`src/rtl/vgpr_wr_port_arbiter_pkg.sv`:
```
`default_nettype none
// ============================================================================
// Module      : vgpr_wr_port_arbiter_pkg
// Description : Shared sizes and state encodings for the VGPR write arbiter.
// Revision    : 1.0 - initial release
// ============================================================================
package vgpr_wr_port_arbiter_pkg;

    localparam int VGPR_NUM_PORTS = 8;
    localparam int VGPR_MAX_BURST = 4;
    localparam int VGPR_SEL_W     = 16;
    localparam int VGPR_PTR_W     = $clog2(VGPR_NUM_PORTS);

    localparam logic [1:0] ST_IDLE   = 2'd0;
    localparam logic [1:0] ST_GRANT  = 2'd1;
    localparam logic [1:0] ST_LOCKED = 2'd2;

endpackage : vgpr_wr_port_arbiter_pkg
`default_nettype wire

```
`src/rtl/vgpr_wr_port_arbiter_rr_priority_encoder.sv`:
```
`default_nettype none
// ============================================================================
// Module      : rr_priority_encoder
// Description : First set request at or after a rotating start position.
// Revision    : 1.0 - initial release
// ============================================================================
module rr_priority_encoder
    import vgpr_wr_port_arbiter_pkg::*;
(
    input  logic [VGPR_NUM_PORTS-1:0] req,
    input  logic [VGPR_PTR_W-1:0]     start,
    output logic [VGPR_NUM_PORTS-1:0] onehot,
    output logic [VGPR_PTR_W-1:0]     index,
    output logic                      valid
);

    logic [VGPR_PTR_W-1:0] w_pos;

    // Walk from the farthest position back to start so the nearest hit wins.
    always_comb begin
        w_pos  = start;
        index  = '0;
        valid  = 1'b0;
        for (int k = VGPR_NUM_PORTS - 1; k >= 0; k--) begin
            w_pos = start + VGPR_PTR_W'(k);
            if (req[w_pos]) begin
                valid = 1'b1;
                index = w_pos;
            end
        end
        onehot = valid ? (VGPR_NUM_PORTS'(1) << index) : '0;
    end

endmodule : rr_priority_encoder
`default_nettype wire

```
`src/rtl/vgpr_wr_port_arbiter.sv`:
```
`default_nettype none
// ============================================================================
// Module      : vgpr_wr_port_arbiter
// Description : Round-robin VGPR write-port arbiter with bounded lock bursts.
// Revision    : 1.0 - initial release
// ============================================================================
module vgpr_wr_port_arbiter
    import vgpr_wr_port_arbiter_pkg::*;
#(
    parameter int NUM_PORTS = VGPR_NUM_PORTS,
    parameter int MAX_BURST = VGPR_MAX_BURST
) (
    input  logic                  clk,
    input  logic                  rst,
    input  logic [NUM_PORTS-1:0]  req,
    input  logic [NUM_PORTS-1:0]  lock,
    input  logic                  vgpr_busy,
    output logic [VGPR_SEL_W-1:0] wr_port_select,
    output logic [NUM_PORTS-1:0]  grant,
    output logic                  arb_locked
);

    localparam int CNT_W = $clog2(MAX_BURST + 1);

    logic [1:0]            r_state;
    logic [VGPR_PTR_W-1:0] r_rr_ptr;
    logic [VGPR_PTR_W-1:0] r_owner;
    logic [CNT_W-1:0]      r_lock_cnt;
    logic [NUM_PORTS-1:0]  r_grant;

    logic [NUM_PORTS-1:0]  w_enc_onehot;
    logic [VGPR_PTR_W-1:0] w_enc_index;
    logic                  w_enc_valid;

    logic                  w_owner_cont;
    logic                  w_win_valid;
    logic [VGPR_PTR_W-1:0] w_win_idx;
    logic [NUM_PORTS-1:0]  w_win_onehot;
    logic [CNT_W-1:0]      w_next_cnt;
    logic                  w_next_locked;
    logic [1:0]            w_next_state;

    // The pointer already sits at owner+1 during a burst, so a released
    // burst re-arbitrates from the right place without special casing.
    rr_priority_encoder u_rr_priority_encoder (
        .req    (req),
        .start  (r_rr_ptr),
        .onehot (w_enc_onehot),
        .index  (w_enc_index),
        .valid  (w_enc_valid)
    );

    always_comb begin
        w_owner_cont = (r_state == ST_LOCKED) && req[r_owner] && lock[r_owner];
        w_win_valid  = w_enc_valid;
        w_win_idx    = w_enc_index;
        w_win_onehot = w_enc_onehot;
        w_next_cnt   = (w_enc_valid && lock[w_enc_index]) ? CNT_W'(1) : '0;
        if (w_owner_cont) begin
            w_win_valid  = 1'b1;
            w_win_idx    = r_owner;
            w_win_onehot = NUM_PORTS'(1) << r_owner;
            w_next_cnt   = r_lock_cnt + CNT_W'(1);
        end
        // Hitting the burst limit on this grant releases the owner immediately.
        w_next_locked = w_win_valid && lock[w_win_idx] && (w_next_cnt < CNT_W'(MAX_BURST));
        if (!w_win_valid) begin
            w_next_state = ST_IDLE;
        end else if (w_next_locked) begin
            w_next_state = ST_LOCKED;
        end else begin
            w_next_state = ST_GRANT;
        end
    end

    always_ff @(posedge clk) begin
        if (!rst) begin
            r_state    <= ST_IDLE;
            r_rr_ptr   <= '0;
            r_owner    <= '0;
            r_lock_cnt <= '0;
            r_grant    <= '0;
        end else if (vgpr_busy) begin
            r_grant <= '0;
        end else begin
            r_state    <= w_next_state;
            r_lock_cnt <= w_next_cnt;
            r_grant    <= w_win_valid ? w_win_onehot : '0;
            if (w_win_valid) begin
                r_owner  <= w_win_idx;
                r_rr_ptr <= w_win_idx + VGPR_PTR_W'(1);
            end
        end
    end

    assign wr_port_select = {{(VGPR_SEL_W - NUM_PORTS){1'b0}}, r_grant};
    assign grant          = r_grant;
    assign arb_locked     = (r_state == ST_LOCKED);

endmodule : vgpr_wr_port_arbiter
`default_nettype wire
```
`config.mk`:
```
export PLATFORM = sky130hd
export DESIGN_NAME = vgpr_wr_port_arbiter
export DESIGN_NICKNAME = d
export VERILOG_FILES = /design/src/rtl/vgpr_wr_port_arbiter_pkg.sv /design/src/rtl/vgpr_wr_port_arbiter_rr_priority_encoder.sv /design/src/rtl/vgpr_wr_port_arbiter.sv
export SDC_FILE = /design/constraint.sdc
export NUM_CORES = 1
export LEC_CHECK = 0
export BUFFER_PORTS_ARGS = -buffer_cell sky130_fd_sc_hd__buf_4
export CELL_PAD_IN_SITES_DETAIL_PLACEMENT = 1
export CELL_PAD_IN_SITES_GLOBAL_PLACEMENT = 2
export CORE_MARGIN = 10
export CORE_UTILIZATION = 35
export DETAILED_ROUTE_END_ITERATION = 10
export PLACE_DENSITY = 0.83
export SETUP_SLACK_MARGIN = 0.5
export SLEW_MARGIN = 30
export SYNTH_ARGS = -nofsm -noshare
export SYNTH_HDL_FRONTEND = slang
export SYNTH_SLANG_ARGS = --single-unit
```
`constraint.sdc`:
```
create_clock -name clk -period 6.15 [get_ports clk]
set_clock_uncertainty 0.1 [all_clocks]
set_input_delay 1.23 -clock clk [delete_from_list [all_inputs] [get_ports clk]]
set_output_delay 1.23 -clock clk [all_outputs]
set_load 0.05 [all_outputs]
```
* After elaboration in Yosys (flattened, before gate mapping)
Cells that the tools add are included.
** Word-level totals
- Word-level logic and storage cells :: 87
- Bits in registers :: 19
** Cells by class
- Magnitude comparators :: 12
- Multiplexer cells :: 48
- Equality and inequality tests :: 1
- Bitwise logic cells :: 3
- Add/subtract/negate cells :: 9
- Shift-type cells :: 2
- Reduce and logical (&&, ||, !) cells :: 7
** Operators with widths (count)
- $lt 3x4->1 const B :: 11
- $bmux 1 s3 :: 12
- $mux 3 :: 10
- $mux 1 :: 22
- $mux 8 :: 2
- $shl 1x3->8 const A :: 2
- $add 3x3->3 const B :: 4
- $add 3x1->3 const B :: 3
- $add 3x2->3 const B :: 2
- $logic_and 1x1->1 :: 5
- $mux 2 :: 2
- $lt 3x3->1 const B :: 1
- $not 1->1 :: 3
- $reduce_or 3->1 :: 1
- $eq 2x2->1 const B :: 1
- $reduce_and 2->1 :: 1

* Logic depth before layout (Yosys ltp)
Gate-level depths: netlist of run 1.
- Word-level depth :: 20
- Mapped depth :: 16
- Mapped depth without buffers :: 13

* Hierarchy
A second synthesis of run 1 with hierarchy kept.
** Second synthesis, totals
- Cell total of the unflattened synthesis :: 296
- Area total of the unflattened synthesis :: 2498.6 um^2
** By module, submodules not included
- vgpr_wr_port_arbiter :: cells an instance 166, instances 1, area an instance 1370.1 um^2, sequential area each 380.4 um^2
- rr_priority_encoder :: cells an instance 130, instances 1, area an instance 1128.6 um^2, sequential area each 0.0 um^2

* Worst setup path after synthesis of run 1
Ideal clock, no wire load.
- Kind :: in2reg
- From :: in req[0]
- To :: reg r_state[1]
- Arrival :: 3827 ps
- Setup slack :: 2105 ps
- Path buffers :: 2
- Stages on the path :: 12
- Cells stage by stage :: clkbuf_1 > mux4_2 > mux2_2 > o32ai_1 > o211ai_1 > a21oi_1 > o31a_2 > buf_6 > mux2i_1 > nor4_1 > or3b_1 > a32o_1
** On the way
- Elaborated cells on any way between the ends :: 50
** RTL lines
- start, declared :: line vgpr_wr_port_arbiter.sv:15 : input logic [NUM_PORTS-1:0] req,
- $bmux 1 s3 :: line vgpr_wr_port_arbiter_rr_priority_encoder.sv:26 : if (req[w_pos]) begin
- $mux 1 (implied by the code) :: line vgpr_wr_port_arbiter_rr_priority_encoder.sv:26
- $mux 3 (8 in series) :: line vgpr_wr_port_arbiter_rr_priority_encoder.sv:26
- $mux 3 (*) :: line vgpr_wr_port_arbiter.sv:59 : if (w_owner_cont) begin
- net w_win_idx[1] :: line vgpr_wr_port_arbiter.sv:37 : logic [VGPR_PTR_W-1:0] w_win_idx;
- $bmux 1 s3 (*) :: line vgpr_wr_port_arbiter.sv:66 : w_next_locked = w_win_valid && lock[w_win_idx] && (w_next_cnt < CNT_W'(MAX_BURST));
- $mux 1 (implied by the code) (*) :: line vgpr_wr_port_arbiter.sv:66
- $logic_and 1x1->1 (*) (2 in series) :: line vgpr_wr_port_arbiter.sv:66
- $mux 2 (*) :: line vgpr_wr_port_arbiter.sv:69 : end else if (w_next_locked) begin
- $mux 2 (*) :: line vgpr_wr_port_arbiter.sv:67 : if (!w_win_valid) begin
- end signal, assigned :: line vgpr_wr_port_arbiter.sv:86 : r_state <= w_next_state;
- end, declared :: line vgpr_wr_port_arbiter.sv:25 : logic [1:0] r_state;
Mark *: on every way through the listed nets, which the timed path passes. The rest lies on a longest branch. The select of a mux whose other input is x is not followed.
A chain may end at the register's enable or synchronous reset.

* Worst setup path after layout of run 1
- From :: reg r_rr_ptr[1]
- To :: reg r_state[1]
** On the way
- Word-level cells in the longest chain between the ends :: 20
- Elaborated cells on any way between the ends :: 53
** Ends and longest elaborated chain
- start, declared :: line vgpr_wr_port_arbiter.sv:26 : logic [VGPR_PTR_W-1:0] r_rr_ptr;
- start signal, assigned :: line vgpr_wr_port_arbiter.sv:91 : r_rr_ptr <= w_win_idx + VGPR_PTR_W'(1);
- $add 3x3->3 :: line vgpr_wr_port_arbiter_rr_priority_encoder.sv:25 : w_pos = start + VGPR_PTR_W'(k);
- $bmux 1 s3 :: line vgpr_wr_port_arbiter_rr_priority_encoder.sv:26
- $mux 1 (implied by the code) :: line vgpr_wr_port_arbiter_rr_priority_encoder.sv:26
- $mux 3 (8 in series) :: line vgpr_wr_port_arbiter_rr_priority_encoder.sv:26
- $bmux 1 s3 :: line vgpr_wr_port_arbiter.sv:58 : w_next_cnt = (w_enc_valid && lock[w_enc_index]) ? CNT_W'(1) : '0;
- $mux 1 (implied by the code) :: line vgpr_wr_port_arbiter.sv:58
- $logic_and 1x1->1 :: line vgpr_wr_port_arbiter.sv:58
- $mux 1 :: line vgpr_wr_port_arbiter.sv:58
- $mux 3 :: line vgpr_wr_port_arbiter.sv:59
- $lt 3x3->1 :: line vgpr_wr_port_arbiter.sv:66
- $logic_and 1x1->1 :: line vgpr_wr_port_arbiter.sv:66
- $mux 2 :: line vgpr_wr_port_arbiter.sv:69
- $mux 2 (*) :: line vgpr_wr_port_arbiter.sv:67
Every way passes the cells marked *; elsewhere a longest branch is shown, timed or not. The select of a mux whose other input is x is not followed.

==> results of run 1 <==
==> sequential cells by signal, indices dropped and copies added (netlist names) <==
signal	count
r_state	2
grant	8
r_lock_cnt	3
r_rr_ptr	3
r_owner	3
==> Yosys cell counts (2+ instances only) <==
library cell / instances
buf_2: 3
nand2b_1: 4
o21a_1: 5
inv_1: 16
a22oi_1: 7
xnor2_1: 3
xor2_1: 2
a21oi_1: 16
a32oi_1: 2
mux4_2: 12
ha_1: 4
mux2i_1: 19
clkbuf_1: 9
nand2_1: 24
and2_1: 5
o21ai_0: 8
nor2_1: 37
o211a_1: 2
nor2b_1: 5
a21o_1: 2
a2111oi_0: 4
nand4_1: 2
mux2_2: 6
o211ai_1: 6
nor4_1: 3
a31oi_1: 5
nand3_1: 5
nor3_1: 2
buf_4: 20
dfxtp_1: 19
a21boi_0: 4
==> cell families (layout without fill, tap and decap cells) <==
kind of cell / after synthesis / in the layout
AO/OA/AOI/OAI: 76 / 76
XOR/XNOR: 6 / 6
adder cells (fa/ha/maj): 4 / 4
buffers and inverters: 51 / 58
flip-flops: 19 / 19
multiplexers: 37 / 37
other: 1 / 8
AND/OR/NAND/NOR: 97 / 97
==> final cells by class <==
class / instances / area [sq um] / area share
Clock buffer: 3 / 41.3 / 0.0161
Clock inverter: 1 / 5.00 / 0.00195
Inverter: 17 / 63.8 / 0.0249
Multi-Input combinational cell: 228 / 1700 / 0.663
Sequential cell: 19 / 380 / 0.148
Tap cell: 77 / 96.3 / 0.0376
Timing Repair Buffer: 37 / 278 / 0.108
==> worst max path at each step <==
stage	from	slack, ps	endpoint
floorplan	req[0]	2110	r_state[1]
global placement	r_rr_ptr[1]	1470	r_state[1]
detailed placement	r_rr_ptr[1]	1310	r_state[1]
CTS	r_rr_ptr[1]	1300	r_state[1]
global route	r_rr_ptr[1]	960	r_state[1]
finish	r_rr_ptr[1]	1290	r_state[1]
==> power by group <==
| part | switching (mW) | total, mW | internal [mW] |
|---|---|---|---|
| clock | 0.0463 | 0.0915 | 0.0451 |
| combinational | 0.626 | 1.07 | 0.439 |
| sequential | 0.0635 | 0.220 | 0.156 |
| total | 0.736 | 1.38 | 0.641 |
==> worst max-delay path, delay by kind of cell (launching register included) <==
| family | cells | cell delay [ps] |
|---|---|---|
| and+or+nand+nor | 3 | 1010 |
| muxes | 3 | 640 |
| buffers and inverters | 1 | 470 |
| adders and majority gates | 1 | 700 |
| AOI/OAI and AO/OA | 4 | 890 |
| DFF | 1 | 950 |
==> layer usage <==
metal,track usage,part of all wire
met2,0.221,0.47
met1,0.187,0.48
met5,0,0
met3,0.0245,0.053
met4,0.0171,0.0024
==> per-stage QoR <==
stage	utilization	cells	hold WS [ps]	area (sq um)	worst slack [ps]
6_report	0.401	382	384	2560	1290
4_1_cts	0.401	382	379	2560	1300
3_5_place_dp	0.393	378	366	2510	1310
5_1_grt	0.401	382	396	2560	955
3_3_place_gp	0.393	378	365	2510	1470
2_1_floorplan	-	298	345	2350	2110
==> flow_summary.json, run 1 <==
{
  "area_delta_synth_final_pct": 10.2,
  "setup_viol": 0,
  "crit_fanout": 22,
  "io_pins": 44,
  "synth_top_family_by_area": "compound AO/OA/AOI/OAI gates",
  "maxCapViolations": 0,
  "yosysWarnings": 0,
  "dp_hpwl_mm": 5.44,
  "grt_pass1_vias": 2247,
  "drt_wl_total_mm": 7.06,
  "crit_required_ps": 6210,
  "drc": 0,
  "grt_usage": 0.136,
  "clkTransAtPathRegs_ps": 80,
  "synth_top_area_frac": 0.164,
  "max_freq_mhz": 206,
  "firstDrtPassIters": 4,
  "worst_r2r_endpoint": "r_state[1]",
  "cts-resized-gates": 0,
  "crit_path_cell_trace": "clkinv_1, ha_1, mux2i_1, mux2i_1, o211a_1, or4_4, a31oi_4, o31a_2, mux2i_1, nor4_1, or3b_1, a32o_1",
  "cts_setup_buffers": 0,
  "diodes": 0,
  "synth_compound_area_frac": 0.236,
  "hold_path_class": "reg2reg",
  "leakage_nw": 1.04,
  "drive_above_1_share": 0.226,
  "tightest_slew_ps": 947,
  "min_from": "r_state[0]",
  "period_share": 0.790,
  "yosys.area_share.simple": 0.201,
  "critPathKind": "reg2reg",
  "ir_worst_vdd_mv": 0.203,
  "cts_tree": "yes",
  "dieArea_sq_um": 10300,
  "fp.coreArea_sq_um": 6390,
  "cts-hold-fix-buffers": 0,
  "cts.sinks": 19,
  "yosysSeqAreaShare": 0.164,
  "finalHoldViolations": 0,
  "cp-end-kind": "register",
  "antenna_found_initial": 0,
  "fp.dieW_um": 102,
  "p_per_area_nw_per_um2": 537,
  "synthAdderAreaFrac": 0.0215,
  "clockBufferDepth": 2,
  "synth_xor_area_frac": 0.0307,
  "ys_ff_latch": 19,
  "num_rows": 29,
  "nNetsFinal": 329,
  "p_total_mw": 1.38,
  "cp.arrival_ps": 4920,
  "synth_edf_count": 0,
  "start_util": 0.364,
  "grt_overflow_total": 0,
  "max_slew_margin": 0.368,
  "reg2reg_setup_slack_ps": 1290,
  "status": "completed",
  "grt_pass1_wl_mm": 11.7,
  "root_buffer": "clkbuf_8",
  "worstReg2RegStart": "r_rr_ptr[1]",
  "place_congestion": 0.811,
  "drt-initial-drc-count": 135,
  "clock_latency_ps": 260,
  "htreeDepth": 1,
  "cp-start-kind": "register",
  "vias": 2189,
  "reg2reg_depth": 12,
  "yosys.area.top_type": "dfxtp_1",
  "synth_mux_area_frac": 0.227,
  "antenna_left": 0,
  "synth.area.top_cells": "dfxtp_1, mux4_2, mux2i_1",
  "fp.dieH_um": 102,
  "drv_slew": 0,
  "cpMostUsedCell": "mux2i_1",
  "synth_area_sq_um": 2330,
  "portBuffers": 35,
  "setup_tns_ps": 0,
  "max_stage_delay_ps": 950,
  "grt_start_max_net_pins": 23,
  "nFillCells": 815,
  "viasPerCell": 5.73,
  "ys_types": 61,
  "rsz0062_at_grt": "no",
  "fin_crit_ps": 4860,
  "final_cell_mix": "nor2_1, buf_4, nand2_1, mux2i_1, dfxtp_1",
  "syn_avg_cell_area_sq_um": 7.99,
  "synth_cells": 291,
  "post_drt_wl_per_cell_um": 18.5,
  "hold_depth": 2,
  "synthFlopType": "dfxtp_1",
  "cts_buffers": 3,
  "worstHoldEndpoint": "r_state[0]",
  "async_flop_share": 0,
  "cp_slowest_cell": "dfxtp_1"
}
No activity file was read; power rests on OpenSTA's default activity.
==> run 2, diff against run 1 <==
--- a/config.mk
+++ b/config.mk
@@ -5,13 +5,14 @@
 export SDC_FILE = /design/constraint.sdc
 export NUM_CORES = 1
 export LEC_CHECK = 0
+export ABC_AREA = 1
 export BUFFER_PORTS_ARGS = -buffer_cell sky130_fd_sc_hd__buf_4
 export CELL_PAD_IN_SITES_DETAIL_PLACEMENT = 1
 export CELL_PAD_IN_SITES_GLOBAL_PLACEMENT = 2
 export CORE_MARGIN = 10
-export CORE_UTILIZATION = 35
+export CORE_UTILIZATION = 28
 export DETAILED_ROUTE_END_ITERATION = 10
-export PLACE_DENSITY = 0.83
+export PLACE_DENSITY = 0.77
 export SETUP_SLACK_MARGIN = 0.5
 export SLEW_MARGIN = 30
 export SYNTH_ARGS = -nofsm -noshare
==> constraint.sdc (replaced) <==
create_clock -name clk -period 4.9 [get_ports clk]
set_clock_uncertainty 0.1 [all_clocks]
set_input_delay 0.98 -clock clk [delete_from_list [all_inputs] [get_ports clk]]
set_output_delay 0.98 -clock clk [all_outputs]
set_load 0.05 [all_outputs]
==> flow_summary.json, run 2 <==
{
  "portBuffers": 35,
  "dieArea_sq_um": 10600,
  "drc": 0,
  "crit_start": "r_rr_ptr[0]",
  "crit_fanout": 13,
  "diodes": 0,
  "ys_ff_latch": 19,
  "antenna_left": 0,
  "ys_types": 38,
  "synth.area.top_cells": "dfxtp_1, nand2_1, nand3_1",
  "met2_length_mm": 2.95,
  "drt_wl_total_mm": 6.58,
  "drive_above_1_share": 0.222,
  "multi_input_area_sq_um": 1280,
  "synth_most_common_cell": "nand2_1",
  "synth_cells": 318,
  "path_depth": 16,
  "antenna_found_initial": 0,
  "firstDrtPassIters": 4,
  "nNetsFinal": 367,
  "synth_area_sq_um": 1930,
  "maxCapViolations": 0,
  "status": "completed",
  "yosysSeqAreaShare": 0.197,
  "max_freq_mhz": 310,
  "cp_top_family": "simple AND/OR/NAND/NOR gates",
  "max_stage_delay_ps": 630,
  "cts.sinks": 19,
  "fin_crit_ps": 3230,
  "grt_overflow_total": 0,
  "max_slew_margin": 0.648,
  "drt-initial-drc-count": 111,
  "cts_tree": "yes",
  "grt_pass1_vias": 2066,
  "drv_slew": 0,
  "nFillCells": 880,
  "worst_r2r_endpoint": "grant[4]",
  "setup_tns_ps": 0,
  "fp.dieW_um": 103,
  "crit_end": "grant[4]",
  "synthFlopType": "dfxtp_1",
  "post_drt_wl_per_cell_um": 15.6,
  "dp_hpwl_mm": 5.63,
  "clkTransAtPathRegs_ps": 70,
  "grt_usage": 0.123,
  "clockBufferDepth": 2,
  "start_util": 0.285,
  "tightest_slew_ps": 527,
  "setup_viol": 0,
  "crit_buf_inv": 2,
  "cp-start-kind": "register",
  "top_layer": "met4",
  "grt_start_max_net_pins": 14,
  "yosys-top-cells-count": "nand2_1, nand3_1, inv_1",
  "synth_top_area_frac": 0.197,
  "reg2reg_setup_slack_ps": 1670,
  "final_cell_mix": "nand2_1, nand3_1, buf_4, inv_1, a21oi_1",
  "largest_reg_flops": 8,
  "crit_path_cell_trace": "inv_2, ha_1, inv_1, nand3_1, nand3_1, nand2_1, nand3_1, nand3_1, nand3_1, nand3_1, nand3_1, nand2_1, nand2_1, nor3_1, nand2_1, a21oi_1",
  "io_pins": 44,
  "cpMostUsedCell": "nand3_1",
  "rsz0062_at_grt": "no",
  "worstReg2RegStart": "r_rr_ptr[0]",
  "route.met3.wl_um": 289,
  "clock_latency_ps": 260,
  "grt_pass1_wl_mm": 10.5,
  "place_congestion": 0.893,
  "wl_met1_mm": 3.31,
  "yosysWarnings": 0,
  "fp.dieH_um": 103,
  "cp_slowest_cell": "dfxtp_1",
  "area_delta_synth_final_pct": 14.3,
  "async_flop_share": 0,
  "hold_path_class": "reg2reg",
  "regArea_sq_um": 380,
  "finalHoldViolations": 0,
  "cp.arrival_ps": 3320,
  "synth_edf_count": 0,
  "yosys.area.top_type": "dfxtp_1",
  "reg2reg_depth": 16,
  "viasPerCell": 4.97,
  "cts_setup_buffers": 0,
  "cts_buffers": 3,
  "cp-end-kind": "register",
  "critPathKind": "reg2reg",
  "num_rows": 30,
  "root_buffer": "clkbuf_8",
  "cts-resized-gates": 0,
  "layout_commonest_cell": "nand2_1",
  "period_share": 0.659,
  "crit_required_ps": 4990,
  "syn_avg_cell_area_sq_um": 6.06,
  "htreeDepth": 1,
  "vias": 2104,
  "fp.coreArea_sq_um": 6760,
  "cts-hold-fix-buffers": 0
}
run 2: worst min-delay path: stages, from the launching register on:
cell and delay [ps]:
dfxtp_1 320, nand2_1 60, a21oi_1 50
run 2: how the worst min path moves through the flow:
| stage | start | endpoint | slack, ps | cells past startpoint |
|---|---|---|---|---|
| finish | r_lock_cnt[1] | r_lock_cnt[1] | 370 | 2 |
| global route | r_lock_cnt[1] | r_lock_cnt[1] | 390 | 2 |
| CTS | r_lock_cnt[1] | r_lock_cnt[1] | 370 | 2 |
| detailed placement | r_lock_cnt[1] | r_lock_cnt[1] | 360 | 2 |
| global placement | r_lock_cnt[1] | r_lock_cnt[1] | 360 | 2 |
| floorplan | r_lock_cnt[1] | r_lock_cnt[1] | 350 | 2 |
run 2: cell families after synthesis:
family / count (synthesis) / synth area share
AND/OR/NAND/NOR: 195 / 0.484
buffers and inverters: 56 / 0.153
AO/OA/AOI/OAI: 40 / 0.120
flip-flops: 19 / 0.197
adder cells (fa/ha/maj): 4 / 0.0260
XOR/XNOR: 3 / 0.0175
other: 1 / 0.00195
run 2: per-layer routing:
layer  vias to the layer above  GRT usage
met5                         -          0
met4                         0     0.0160
met3                         4     0.0261
met2                        34      0.198
met1                       987      0.169
li1                       1079          -
run 2: through the flow:
stage / area, sq um / cells / worst slack [ps] / utilization / hold WS, ps
floorplan: 1950 / 325 / 2270 / - / 348
global placement: 2160 / 419 / 1750 / 0.319 / 361
detailed placement: 2160 / 419 / 1690 / 0.319 / 361
CTS: 2200 / 423 / 1680 / 0.326 / 373
global route: 2200 / 423 / 1280 / 0.326 / 387
finish: 2200 / 423 / 1670 / 0.326 / 372
run 2: cell type report:
type / count / share of cell area
flip-flops and latches: 19 / 0.173
inverters: 35 / 0.0614
repair buffers: 35 / 0.119
clock buffers: 4 / 0.0205
multi-input cells: 250 / 0.581
well taps: 80 / 0.0455
Power of run 2 is not shown: default switching activity piles up to over one toggle a cycle in this logic, so the estimate is an artifact.
==> run 3, diff against run 2 <==
--- a/config.mk
+++ b/config.mk
@@ -5,14 +5,14 @@
 export SDC_FILE = /design/constraint.sdc
 export NUM_CORES = 1
 export LEC_CHECK = 0
-export ABC_AREA = 1
+export ABC_AREA = 0
 export BUFFER_PORTS_ARGS = -buffer_cell sky130_fd_sc_hd__buf_4
 export CELL_PAD_IN_SITES_DETAIL_PLACEMENT = 1
 export CELL_PAD_IN_SITES_GLOBAL_PLACEMENT = 2
 export CORE_MARGIN = 10
-export CORE_UTILIZATION = 28
+export CORE_UTILIZATION = 30
 export DETAILED_ROUTE_END_ITERATION = 10
-export PLACE_DENSITY = 0.77
+export PLACE_DENSITY = 0.75
 export SETUP_SLACK_MARGIN = 0.5
 export SLEW_MARGIN = 30
 export SYNTH_ARGS = -nofsm -noshare
==> constraint.sdc (replaced) <==
create_clock -name clk -period 2.7 [get_ports clk]
set_clock_uncertainty 0.1 [all_clocks]
set_input_delay 0.54 -clock clk [delete_from_list [all_inputs] [get_ports clk]]
set_output_delay 0.54 -clock clk [all_outputs]
set_load 0.05 [all_outputs]
==> flow_summary.json, run 3 (synthesis gave the netlist of run 1 again) <==
{
  "status": "finished, violations left",
  "violations": "negative setup slack",
  "route.met3.wl_um": 313,
  "num_rows": 32,
  "instances_no_fill": 505,
  "nFillCells": 912,
  "regArea_sq_um": 388,
  "cts_buffers": 3,
  "cts-hold-fix-buffers": 0,
  "drv_slew": 0,
  "start_util": 0.304,
  "crit_required_ps": 2760,
  "drive_above_1_share": 0.533,
  "finalHoldViolations": 0,
  "io_pins": 44,
  "cp.arrival_ps": 3490,
  "dieArea_sq_um": 11700,
  "grt_pass1_vias": 2914,
  "ir_worst_vdd_mv": 0.398,
  "viasPerCell": 5.38,
  "htreeDepth": 1,
  "p_total_mw": 4.96,
  "top_layer": "met4",
  "drt_wl_total_mm": 9.74,
  "firstDrtPassIters": 4,
  "cp-end-kind": "register",
  "dp.cells": 487,
  "crit_fanout": 5,
  "leakage_nw": 1.60,
  "clock_latency_ps": 270,
  "cp_top_family": "compound AO/OA/AOI/OAI gates",
  "met2_length_mm": 5.08,
  "max_slew_margin": 0.644,
  "cp_slowest_cell": "or3b_4",
  "clockBufferDepth": 2,
  "rsz0062_at_grt": "yes",
  "layout_commonest_cell": "buf_4",
  "maxCapViolations": 0,
  "antenna_found_initial": 0,
  "diodes": 0,
  "crit_path_cell_trace": "inv_4, ha_4, buf_12, mux4_2, mux2i_4, o32ai_2, o211ai_1, a21oi_2, o31a_4, mux2i_1, nor4b_1, or3b_4, a32o_1",
  "vias": 2718,
  "period_share": 1.27,
  "wl_met1_mm": 4.06,
  "fp.coreArea_sq_um": 7650,
  "fin_crit_ps": 3430,
  "max_stage_delay_ps": 400,
  "setup_viol": 17,
  "grt_start_max_net_pins": 15,
  "p_per_area_nw_per_um2": 1320,
  "fp.dieH_um": 108,
  "clkTransAtPathRegs_ps": 80,
  "multi_input_area_sq_um": 2020,
  "crit_buf_inv": 2,
  "nNetsFinal": 427,
  "cts.sinks": 19,
  "post_drt_wl_per_cell_um": 19.3,
  "hold_path_class": "reg2reg",
  "grt_pass1_wl_mm": 15.1,
  "final_cell_mix": "buf_4, nor2_1, nand2_1, dfxtp_1",
  "antenna_left": 0,
  "setup_slack_ps": -729,
  "drt-initial-drc-count": 119,
  "portBuffers": 35,
  "area_delta_synth_final_pct": 61.4,
  "max_freq_mhz": 292,
  "cts_tree": "yes",
  "drc": 0,
  "grt_overflow_total": 0,
  "dp_hpwl_mm": 7.30,
  "critPathKind": "reg2reg",
  "fp.dieW_um": 108,
  "root_buffer": "clkbuf_8",
  "largest_reg_flops": 8,
  "place_congestion": 0.875,
  "grt_usage": 0.161,
  "cp-start-kind": "register",
  "tightest_slew_ps": 520
}
[run 3: where the power goes]
group          leakage (nW)  switching, mW  total, mW  internal [mW]
Sequential            0.156         0.0665      0.427          0.361
Combinational          1.42           2.17       4.32           2.15
Clock                0.0255          0.112      0.215          0.103
[run 3: final timing paths]
path / cells past startpoint / to / slack, ps / startpoint
max: 13 / r_state[1] / -730 / r_rr_ptr[0]
min: 2 / r_state[0] / 380 / r_state[0]
max reg2reg: 13 / r_state[1] / -730 / r_rr_ptr[0]
min reg2reg: 2 / r_state[0] / 380 / r_state[0]
[run 3: metal layers]
metal	global-route usage	vias to the layer above
li1	-	1267
met1	0.188	1365
met2	0.288	65
met3	0.0250	21
met4	0.0592	0
met5	0	-
[run 3: repair_timing]
item	in CTS	in global routing
gates resized for setup	32	43
endpoints found under the setup margin	17	19
setup buffers	5	9
pin swaps	12	9
[run 3: layout make-up]
| class | count | area share |
|---|---|---|
| well taps | 102 | 0.0340 |
| inverters | 17 | 0.0197 |
| multi-input cells | 228 | 0.538 |
| flip-flops and latches | 19 | 0.103 |
| clock buffers | 3 | 0.0110 |
| repair buffers | 135 | 0.293 |
| clock inverters | 1 | 0.00133 |
[run 3: stage by stage]
step                      setup WS, ps  utilization  hold WS [ps]  instance area, sq um  TNS (ps)
final                             -729        0.491           378                  3750     -5750
after global routing              -805        0.491           436                  3750     -7490
after CTS                         -582        0.454           379                  3470     -4520
after detailed placement          -710        0.425           368                  3250     -5780
after global placement            -666        0.425           374                  3250     -4920
after floorplan                   -823            -           349                  2420     -4330
[run 3: worst reg2reg max path, delay by kind of cell (launching register included)]
kind	cells	cell delay [ps]
flip-flops	1	390
AND/OR/NAND/NOR	2	470
adder cells (fa/ha/maj)	1	300
AO/OA/AOI/OAI	5	1080
multiplexers	3	800
buffers and inverters	2	180
